<file path="src/rtl/alu_pkg.sv">
// Shared definitions for the ALU sharing controller: opcodes, legality and overflow screens, FSM encoding.
// Purely combinational helpers; no latency.
// No flow control of its own.
package alu_pkg;

  localparam logic [3:0] OP_NOP  = 4'b0000;
  localparam logic [3:0] OP_ADD  = 4'b0010;
  localparam logic [3:0] OP_SUB  = 4'b0011;
  localparam logic [3:0] OP_AND  = 4'b0100;
  localparam logic [3:0] OP_OR   = 4'b0101;
  localparam logic [3:0] OP_XOR  = 4'b0110;
  localparam logic [3:0] OP_NOT  = 4'b0111;
  localparam logic [3:0] OP_SLL  = 4'b1000;
  localparam logic [3:0] OP_SRL  = 4'b1001;
  localparam logic [3:0] OP_NOR  = 4'b1010;
  localparam logic [3:0] OP_SUBU = 4'b1011;
  localparam logic [3:0] OP_ADDU = 4'b1100;
  localparam logic [3:0] OP_SLT  = 4'b1101;

  typedef enum logic [1:0] {
    ST_IDLE    = 2'd0,
    ST_ISSUE   = 2'd1,
    ST_CAPTURE = 2'd2,
    ST_RESP    = 2'd3
  } state_t;

  // Legal: ADD, SUB and the contiguous block AND..SLT.
  function automatic logic is_legal_op(input logic [3:0] op);
    return (op == OP_ADD) || (op == OP_SUB) || ((op >= OP_AND) && (op <= OP_SLT));
  endfunction

  // Overflow only carries meaning for the add/subtract family.
  function automatic logic ovf_meaningful(input logic [3:0] op);
    return (op == OP_ADD) || (op == OP_SUB) || (op == OP_SUBU) || (op == OP_ADDU);
  endfunction

endpackage

</file>
<file path="src/rtl/alu_share_ctrl_if.sv">
// Bundle of the two request/response ports plus the ALU-facing signals.
// slave: controller view; master: requesters + ALU view.
// Valid/ready on both request and response sides.
interface alu_share_ctrl_if #(
  parameter int WIDTH = 32,
  parameter int TAG_W = 4
);
  logic             req0_valid, req1_valid;
  logic             req0_ready, req1_ready;
  logic [3:0]       req0_op, req1_op;
  logic [WIDTH-1:0] req0_a, req0_b, req1_a, req1_b;
  logic [TAG_W-1:0] req0_tag, req1_tag;

  logic             rsp0_valid, rsp1_valid;
  logic             rsp0_ready, rsp1_ready;
  logic [WIDTH-1:0] rsp_result;
  logic             rsp_zero, rsp_overflow, rsp_err;
  logic [TAG_W-1:0] rsp_tag;

  logic [WIDTH-1:0] alu_a, alu_b;
  logic [3:0]       alu_ctrl;
  logic [WIDTH-1:0] alu_result;
  logic             alu_zero, alu_overflow;

  logic             busy;

  modport slave (
    input  req0_valid, req1_valid, req0_op, req1_op, req0_a, req0_b, req1_a, req1_b,
           req0_tag, req1_tag, rsp0_ready, rsp1_ready, alu_result, alu_zero, alu_overflow,
    output req0_ready, req1_ready, rsp0_valid, rsp1_valid, rsp_result, rsp_zero,
           rsp_overflow, rsp_err, rsp_tag, alu_a, alu_b, alu_ctrl, busy
  );

  modport master (
    output req0_valid, req1_valid, req0_op, req1_op, req0_a, req0_b, req1_a, req1_b,
           req0_tag, req1_tag, rsp0_ready, rsp1_ready, alu_result, alu_zero, alu_overflow,
    input  req0_ready, req1_ready, rsp0_valid, rsp1_valid, rsp_result, rsp_zero,
           rsp_overflow, rsp_err, rsp_tag, alu_a, alu_b, alu_ctrl, busy
  );
endinterface

</file>
<file path="src/rtl/rr_arb2.sv">
// Two-way round-robin grant; ties go to the port that was not granted last.
// Combinational, zero latency.
// No backpressure; caller qualifies the grant with its own state.
// Ports: req0/req1 requests, last_grant history bit, gnt_any/gnt_port result.
module rr_arb2 (
  input  logic req0,
  input  logic req1,
  input  logic last_grant,
  output logic gnt_any,
  output logic gnt_port
);
  always_comb begin
    gnt_any  = req0 | req1;
    gnt_port = 1'b0;
    if (req0 && req1) gnt_port = ~last_grant;
    else              gnt_port = req1;
  end
endmodule

</file>
<file path="src/rtl/alu_share_ctrl.sv">
// Shares one registered ALU between two requesters, one op at a time, round-robin.
// Latency accept->rsp valid: 3 cycles legal op, 1 cycle illegal op.
// Accepts only in IDLE; response held until consumed, other port stalls meanwhile.
// Ports: clk, reset (async, active-high), bus (slave view of alu_share_ctrl_if).
module alu_share_ctrl
  import alu_pkg::*;
#(
  parameter int WIDTH = 32,
  parameter int TAG_W = 4
) (
  input  logic            clk,
  input  logic            reset,
  alu_share_ctrl_if.slave bus
);

  state_t           state, state_nxt;
  logic             last_grant, grant_q;
  logic             gnt_any, gnt_port, accept, rsp_done;
  logic [3:0]       req_op, op_q;
  logic [WIDTH-1:0] req_a, req_b, a_q, b_q, result_q;
  logic [TAG_W-1:0] req_tag, tag_q;
  logic             zero_q, ovf_q, err_q;

  rr_arb2 u_arb (
    .req0       (bus.req0_valid),
    .req1       (bus.req1_valid),
    .last_grant (last_grant),
    .gnt_any    (gnt_any),
    .gnt_port   (gnt_port)
  );

  always_comb begin
    if (gnt_port) begin
      req_op  = bus.req1_op;
      req_a   = bus.req1_a;
      req_b   = bus.req1_b;
      req_tag = bus.req1_tag;
    end else begin
      req_op  = bus.req0_op;
      req_a   = bus.req0_a;
      req_b   = bus.req0_b;
      req_tag = bus.req0_tag;
    end
  end

  always_ff @(posedge clk or posedge reset) begin
    if (reset) state <= ST_IDLE;
    else       state <= state_nxt;
  end

  always_comb begin
    state_nxt      = state;
    accept         = 1'b0;
    rsp_done       = 1'b0;
    bus.req0_ready = 1'b0;
    bus.req1_ready = 1'b0;
    bus.rsp0_valid = 1'b0;
    bus.rsp1_valid = 1'b0;
    case (state)
      ST_IDLE: begin
        // Reset gating keeps ready low while reset is held with a request pending.
        if (gnt_any && !reset) begin
          accept         = 1'b1;
          bus.req0_ready = ~gnt_port;
          bus.req1_ready = gnt_port;
          state_nxt      = is_legal_op(req_op) ? ST_ISSUE : ST_RESP;
        end
      end
      ST_ISSUE:   state_nxt = ST_CAPTURE;
      ST_CAPTURE: state_nxt = ST_RESP;
      ST_RESP: begin
        bus.rsp0_valid = ~grant_q;
        bus.rsp1_valid = grant_q;
        if (grant_q ? bus.rsp1_ready : bus.rsp0_ready) begin
          rsp_done  = 1'b1;
          state_nxt = ST_IDLE;
        end
      end
      default: state_nxt = ST_IDLE;
    endcase
  end

  always_ff @(posedge clk or posedge reset) begin
    if (reset) begin
      last_grant <= 1'b1;
      grant_q    <= 1'b0;
      op_q       <= OP_NOP;
      a_q        <= '0;
      b_q        <= '0;
      tag_q      <= '0;
      result_q   <= '0;
      zero_q     <= 1'b0;
      ovf_q      <= 1'b0;
      err_q      <= 1'b0;
    end else begin
      if (accept) begin
        grant_q <= gnt_port;
        op_q    <= req_op;
        tag_q   <= req_tag;
        if (is_legal_op(req_op)) begin
          a_q <= req_a;
          b_q <= req_b;
        end else begin
          // Illegal op bypasses the ALU entirely; the response is synthesised here.
          result_q <= '0;
          zero_q   <= 1'b0;
          ovf_q    <= 1'b0;
          err_q    <= 1'b1;
        end
      end
      if (state == ST_CAPTURE) begin
        result_q <= bus.alu_result;
        zero_q   <= bus.alu_zero;
        ovf_q    <= bus.alu_overflow & ovf_meaningful(op_q);
        err_q    <= 1'b0;
      end
      if (rsp_done) last_grant <= grant_q;
    end
  end

  // Control is only presented during ISSUE, so the ALU sees NOP otherwise.
  assign bus.alu_ctrl     = (state == ST_ISSUE) ? op_q : OP_NOP;
  assign bus.alu_a        = a_q;
  assign bus.alu_b        = b_q;
  assign bus.rsp_result   = result_q;
  assign bus.rsp_zero     = zero_q;
  assign bus.rsp_overflow = ovf_q;
  assign bus.rsp_err      = err_q;
  assign bus.rsp_tag      = tag_q;
  assign bus.busy         = (state != ST_IDLE);

endmodule

</file>
<file path="src/flat_wrapper.sv">
// flat-port wrapper written by rule: the top's interface ports become plain ports
module alu_share_ctrl_flat import alu_pkg::*;
#(
  parameter int WIDTH = 32,
  parameter int TAG_W = 4
)
  (clk, reset, bus_req0_valid, bus_req1_valid, bus_req0_op, bus_req1_op, bus_req0_a, bus_req0_b, bus_req1_a, bus_req1_b, bus_req0_tag, bus_req1_tag, bus_rsp0_ready, bus_rsp1_ready, bus_alu_result, bus_alu_zero, bus_alu_overflow, bus_req0_ready, bus_req1_ready, bus_rsp0_valid, bus_rsp1_valid, bus_rsp_result, bus_rsp_zero, bus_rsp_overflow, bus_rsp_err, bus_rsp_tag, bus_alu_a, bus_alu_b, bus_alu_ctrl, bus_busy);
  alu_share_ctrl_if #(.WIDTH(WIDTH), .TAG_W(TAG_W)) bus_i ();
  input  logic clk;
  input  logic reset;
  input wire logic [$bits(bus_i.req0_valid)-1:0] bus_req0_valid;
  input wire logic [$bits(bus_i.req1_valid)-1:0] bus_req1_valid;
  input wire logic [$bits(bus_i.req0_op)-1:0] bus_req0_op;
  input wire logic [$bits(bus_i.req1_op)-1:0] bus_req1_op;
  input wire logic [$bits(bus_i.req0_a)-1:0] bus_req0_a;
  input wire logic [$bits(bus_i.req0_b)-1:0] bus_req0_b;
  input wire logic [$bits(bus_i.req1_a)-1:0] bus_req1_a;
  input wire logic [$bits(bus_i.req1_b)-1:0] bus_req1_b;
  input wire logic [$bits(bus_i.req0_tag)-1:0] bus_req0_tag;
  input wire logic [$bits(bus_i.req1_tag)-1:0] bus_req1_tag;
  input wire logic [$bits(bus_i.rsp0_ready)-1:0] bus_rsp0_ready;
  input wire logic [$bits(bus_i.rsp1_ready)-1:0] bus_rsp1_ready;
  input wire logic [$bits(bus_i.alu_result)-1:0] bus_alu_result;
  input wire logic [$bits(bus_i.alu_zero)-1:0] bus_alu_zero;
  input wire logic [$bits(bus_i.alu_overflow)-1:0] bus_alu_overflow;
  output wire logic [$bits(bus_i.req0_ready)-1:0] bus_req0_ready;
  output wire logic [$bits(bus_i.req1_ready)-1:0] bus_req1_ready;
  output wire logic [$bits(bus_i.rsp0_valid)-1:0] bus_rsp0_valid;
  output wire logic [$bits(bus_i.rsp1_valid)-1:0] bus_rsp1_valid;
  output wire logic [$bits(bus_i.rsp_result)-1:0] bus_rsp_result;
  output wire logic [$bits(bus_i.rsp_zero)-1:0] bus_rsp_zero;
  output wire logic [$bits(bus_i.rsp_overflow)-1:0] bus_rsp_overflow;
  output wire logic [$bits(bus_i.rsp_err)-1:0] bus_rsp_err;
  output wire logic [$bits(bus_i.rsp_tag)-1:0] bus_rsp_tag;
  output wire logic [$bits(bus_i.alu_a)-1:0] bus_alu_a;
  output wire logic [$bits(bus_i.alu_b)-1:0] bus_alu_b;
  output wire logic [$bits(bus_i.alu_ctrl)-1:0] bus_alu_ctrl;
  output wire logic [$bits(bus_i.busy)-1:0] bus_busy;
  assign bus_i.req0_valid = bus_req0_valid;
  assign bus_i.req1_valid = bus_req1_valid;
  assign bus_i.req0_op = bus_req0_op;
  assign bus_i.req1_op = bus_req1_op;
  assign bus_i.req0_a = bus_req0_a;
  assign bus_i.req0_b = bus_req0_b;
  assign bus_i.req1_a = bus_req1_a;
  assign bus_i.req1_b = bus_req1_b;
  assign bus_i.req0_tag = bus_req0_tag;
  assign bus_i.req1_tag = bus_req1_tag;
  assign bus_i.rsp0_ready = bus_rsp0_ready;
  assign bus_i.rsp1_ready = bus_rsp1_ready;
  assign bus_i.alu_result = bus_alu_result;
  assign bus_i.alu_zero = bus_alu_zero;
  assign bus_i.alu_overflow = bus_alu_overflow;
  assign bus_req0_ready = bus_i.req0_ready;
  assign bus_req1_ready = bus_i.req1_ready;
  assign bus_rsp0_valid = bus_i.rsp0_valid;
  assign bus_rsp1_valid = bus_i.rsp1_valid;
  assign bus_rsp_result = bus_i.rsp_result;
  assign bus_rsp_zero = bus_i.rsp_zero;
  assign bus_rsp_overflow = bus_i.rsp_overflow;
  assign bus_rsp_err = bus_i.rsp_err;
  assign bus_rsp_tag = bus_i.rsp_tag;
  assign bus_alu_a = bus_i.alu_a;
  assign bus_alu_b = bus_i.alu_b;
  assign bus_alu_ctrl = bus_i.alu_ctrl;
  assign bus_busy = bus_i.busy;
  alu_share_ctrl #(.WIDTH(WIDTH), .TAG_W(TAG_W)) u_core (.clk(clk), .reset(reset), .bus(bus_i));
endmodule
</file>
<file path="config.mk">
export PLATFORM = sky130hd
export DESIGN_NAME = alu_share_ctrl_flat
export DESIGN_NICKNAME = d
export VERILOG_FILES = /design/src/rtl/alu_pkg.sv /design/src/rtl/alu_share_ctrl_if.sv /design/src/rtl/rr_arb2.sv /design/src/rtl/alu_share_ctrl.sv /design/src/flat_wrapper.sv
export SDC_FILE = /design/constraint.sdc
export NUM_CORES = 1
export LEC_CHECK = 0
export CAP_MARGIN = 20
export CORE_ASPECT_RATIO = 1.75
export CORE_UTILIZATION = 39
export CTS_CLUSTER_SIZE = 10
export DETAILED_ROUTE_END_ITERATION = 6
export HOLD_SLACK_MARGIN = 0.1
export PLACE_DENSITY = 0.83
export SETUP_SLACK_MARGIN = 0.1
export SLEW_MARGIN = 0
export SYNTH_ARGS = -nofsm -noshare
export SYNTH_HDL_FRONTEND = slang
export SYNTH_HIERARCHICAL = 1
export SYNTH_SLANG_ARGS = --single-unit
</file>
<file path="constraint.sdc">
create_clock -name clk -period 6.6 [get_ports clk]
set_input_delay 0.99 -clock clk [delete_from_list [all_inputs] [get_ports clk]]
set_output_delay 0.99 -clock clk [all_outputs]
set_load 0.05 [all_outputs]
</file>
# Word-level counts from Yosys, hierarchy flattened
# Index checks and enable logic that the tools add are counted.
# classes
muxes	31
reduce_logical	15
n_lt_le_gt_ge	2
eq_ne	12
n_bitwise	5
# op_table
cell	n
32-bit 2-to-1 mux	5
1-bit 2-to-1 mux	19
4-bit by 2-bit == test with 1-bit output (second input constant)	4
4-bit 2-to-1 mux	3
4-bit == test (second input constant)	2
2-bit one-hot mux with 4 select lines	1
2-bit 2-to-1 mux	3
2-bit AND reduction	3
1-bit logical OR	5
2-bit == test (second input constant)	2
4-bit by 3-bit greater-or-equal comparator with 1-bit output (second input constant)	1
4-bit less-or-equal comparator (second input constant)	1
2-bit by 1-bit inequality test with 1-bit output (second input constant)	2
2-bit nonzero test	2
1-bit logical AND	3
1-bit NOT	3
2-bit by 1-bit == test with 1-bit output (second input constant)	1
2-bit logical NOT	1
2-bit inequality test (second input constant)	1
1-bit AND	1
1-bit logical NOT	1
1-bit bitwise OR	1
# word_totals
ff_bits	111
inputBits	184
elab_cells	76

# Logic depth before layout (Yosys ltp)
# logic_depth
depth_word	9
ltp_mapped	8

# Modules after synthesis
# Netlist, hierarchy kept.
# by_module_without_submodules
mod	cells_each	area_each_um2	instances	seq_area_each_um2
alu_share_ctrl	433	5268.8	1	2778.9
rr_arb2	2	13.8	1	0.0

# Worst setup path after synthesis
# Ideal clock, no wire load.
# synth_timing
path_type	in2out
startpoint	input port reset
endpoint	output port bus_req0_ready
required_ps	5610
slack_ps	644
stages	5
t_arrival_ps	4966
path_buffers	2
cell_sequence	inv_1 > nand3_1 > clkbuf_1 > clkbuf_1 > nor2_1
# synth_between
elab_chain_cells	4
# synth_lines
item	line	source
start, declared	flat_wrapper.sv:10	input logic reset;
1-bit logical NOT (no line)	--	
1-bit logical AND	alu_share_ctrl.sv:62	if (gnt_any && !reset) begin
1-bit 2-to-1 mux	alu_share_ctrl.sv:62	
1-bit 2-to-1 mux	alu_share_ctrl.sv:59	case (state)
end, declared	flat_wrapper.sv:26	output wire logic [$bits(bus_i.req0_ready)-1:0] bus_req0_ready;
# No other way between the ends.

# Worst setup path after layout
# layout_timing
startpoint	input port bus_req1_valid
endpoint	output port bus_req1_ready
# layout_between
elab_chain_cells	4
# layout_lines
item	line	source
start, declared	flat_wrapper.sv:12	input wire logic [$bits(bus_i.req1_valid)-1:0] bus_req1_valid;
1-bit logical AND	rr_arb2.sv:15	if (req0 && req1) gnt_port = ~last_grant;
1-bit 2-to-1 mux *	rr_arb2.sv:15	
via u_core.gnt_port	alu_share_ctrl.sv:18	logic gnt_any, gnt_port, accept, rsp_done;
1-bit 2-to-1 mux *	alu_share_ctrl.sv:62	
1-bit 2-to-1 mux *	alu_share_ctrl.sv:59	
end, declared	flat_wrapper.sv:27	output wire logic [$bits(bus_i.req1_ready)-1:0] bus_req1_ready;
# Mark *: on every way through the listed nets, which the timed path passes. The rest lies on a longest branch.

==> run metrics <==
Final Hold Vio Count 0; Synth warnings 6; largest fanout on the critical path 39; min-delay worst type flip-flop to flip-flop; final worst path period share 64.0%; setup TNS 0 ns; Sequential Power Share between 20 and 30%; MaxCap Viol Count 0; largest net degree at the start of global routing slightly above 70; fillers between 1,000 and 1,500; CTS clock-pin slew for the worst setup and hold paths 0.07 ns; Worst path slowest cell clkdlybuf4s50_1; # diodes 0; die area 14,000 um2; Crit. End Element output port; CTS H-tree lvls 3; RSZ-0062 raised after global routing no; crit start category primary input; DR WL/cell between 15 and 20 um; syn_nets 623; Worst EP required 5.61 ns; hold buffers post-CTS 0; CP Cell Sequence clkdlybuf4s50_1 -> a21boi_4 -> buf_4 -> inv_1 -> nor2_1 -> clkdlybuf4s50_1; final wirelength roughly 16 mm; routed via count approximately 4,300; Syn Area/Cell roughly 12 um2; Post-CTS Setup Bufs 0; hpwl dp approximately 12 mm; DRT Pass-1 Iters 4; WS Path Type primary input to output port; most frequent cells in the layout 295 x clkdlybuf4s50_1, 122 x mux2_2, 110 x dfrtp_1; Critical Path AT ~3.2 ns; number of port buffers 295; Synth Instances 435; fin worst setup slack 2.38 ns; number of distinct library cells after synthesis 29; cell internal pwr 2.36 mW; Post-route DRC 0; CTS tree built; DIE HEIGHT approximately 160 um; Comb power frac 59.7%; top cell type by total area after synthesis dfrtp_1; starting density of the core between 40% and 50%; CTS resizes 0; most common cell after layout, fill and taps aside clkdlybuf4s50_1; CTS Buffer Depth 2; clock sink total approximately 110; clk_lat worst skew 0.34 ns; LEAKAGE around 3.6 nW; total grt overflow 0; initial antenna violation count 0; vias in the first global route around 4,800; switching share of power between 40% and 50%; CP most frequent cell clkdlybuf4s50_1; Max Fclk roughly 240 MHz; reg2reg setup slack roughly 3.8 ns; Net Switching ~2.1 mW; Slew @ Worst Pin around 1 ns; number of register bits inferred by synthesis 111; Root Buffer Master clkbuf_16; Max rail drop VDD around 0.36 mV; ratio of cells with drive above 1 in the final layout between 20% and 30%; Rel. slew slack about a third; fin nets around 910; CP peak stage delay around 0.85 ns; Final Setup Violations 0; GRT Overall Usage a little under a quarter; dominant cells by area after synthesis dfrtp_1 52%, mux2_2 26%, nand2b_1 4.1%; ANT nets after route 0; Rows between 50 and 60; cell area after synthesis between 5000 and 6000 um2; Worst path top cell family by delay buffers and inverters; Tmin final roughly 4.2 ns; vias per cell roughly 4.8; setup clock skew after layout 0.00512 ns; status finished, final reports clean; I/O pin cnt 296; Power Density between 500 and 600 nW/um2; Clock power frac 13.2%; CTS buffer count 9; RD Place Congestion 0.797; worst path bufs/invs 4; initial drt markers approximately 120; Setup Slack @ Placement about 2.4 ns; Core ar. 13,100 um2; post-synthesis sequential area ratio around 53%; first-pass GRT wire length around 25 mm; area share of the largest cell type after synthesis approximately 52%; Pins Over Slew Limit 0; Syn-to-layout area delta 65.1%; chip width roughly 90 um
path summary, 6_finish.rpt:
check,start,to,depth (start not counted)
max,bus_req1_valid,bus_req1_ready,6
max in group asynchronous,reset,u_core/bus.rsp_result[17],3
min,u_core/bus.alu_b[21],u_core/bus.alu_b[21],1
min in group asynchronous,reset,u_core/bus.rsp_result[10],2
max reg2reg,u_core/last_grant,u_core/bus.alu_a[20],7
min reg2reg,u_core/bus.alu_b[21],u_core/bus.alu_b[21],1
synthesized netlist by cell type:
| library cell | n |
|---|---|
| a21oi_1 | 3 |
| buf_2 | 8 |
| nor3b_1 | 1 |
| nand2b_1 | 35 |
| nand2_1 | 43 |
| a22oi_1 | 1 |
| o211ai_1 | 1 |
| mux2_1 | 6 |
| ha_1 | 4 |
| nor3_4 | 1 |
| nor2_1 | 6 |
| a21o_1 | 1 |
| nor3_1 | 1 |
| a21boi_1 | 1 |
| o21ba_2 | 2 |
| inv_1 | 5 |
| mux2_2 | 122 |
| dfrtp_1 | 110 |
| and3_1 | 2 |
| clkbuf_1 | 19 |
| nand3_1 | 1 |
| and2_1 | 5 |
| o21ai_0 | 42 |
| mux2i_1 | 9 |
| dfstp_2 | 1 |
| a211o_1 | 1 |
| and3b_1 | 1 |
| nor2b_1 | 2 |
| or2_1 | 1 |
flip-flops by register name, summed over array words and instances (netlist names):
name,count
u_core/state,2
u_core/bus.rsp_result,32
u_core/op_q,4
u_core/bus.alu_a,32
u_core/bus.rsp_zero,1
u_core/bus.alu_b,32
u_core/bus.rsp_err,1
u_core/bus.rsp_tag,4
u_core/last_grant,1
u_core/grant_q,1
u_core/bus.rsp_overflow,1
cells by family after synthesis:
| family | count (synthesis) | synth area share [%] |
|---|---|---|
| AOI/OAI and AO/OA | 52 | 5.38 |
| DFF | 111 | 52.6 |
| and+or+nand+nor | 99 | 9.62 |
| muxes | 137 | 29.0 |
| buffers and inverters | 32 | 2.46 |
| adders and majority gates | 4 | 0.947 |
metrics by stage:
step | power [mW] | area [um2] | instances | utilization (%) | hold slack, ns
CTS | 4.51 | 8720 | 894 | 66.7 | 0.492
detailed placement | 3.91 | 8390 | 879 | 64.2 | 0.476
global route | 4.67 | 8720 | 894 | 66.7 | 0.495
finish | 4.46 | 8720 | 894 | 66.7 | 0.489
global placement | 3.84 | 8390 | 879 | 64.2 | 0.464
floorplan | 2.92 | 5280 | 435 | - | 0.456
power by group through the flow:
stage          Sequential (mW)  Clock, mW  Combinational, mW
4_1_cts                   1.22      0.605               2.69
3_3_place_gp              1.21          0               2.63
3_5_place_dp              1.22          0               2.69
6_report                  1.21      0.588               2.66
5_1_grt                   1.26      0.631               2.78
2_1_floorplan             2.29          0              0.633
per-layer routing:
metal	global-route usage, %	vias up	routed length (um)
met3	5.12	39	1040
met5	0	-	0
li1	-	2060	-
met1	23.1	2035	5420
met2	42.9	196	8590
met4	11.8	0	644
cell type report:
cell class	count	area, um2	share of cell area [%]
Multi-Input combinational cell	292	2390	27.4
Timing Repair Buffer	300	2990	34.3
Clock buffer	11	253	2.90
Tap cell	171	214	2.45
Sequential cell	111	2780	31.9
Clock inverter	4	76.3	0.875
Inverter	5	21.3	0.244
Power figures use the tool's default switching activity.
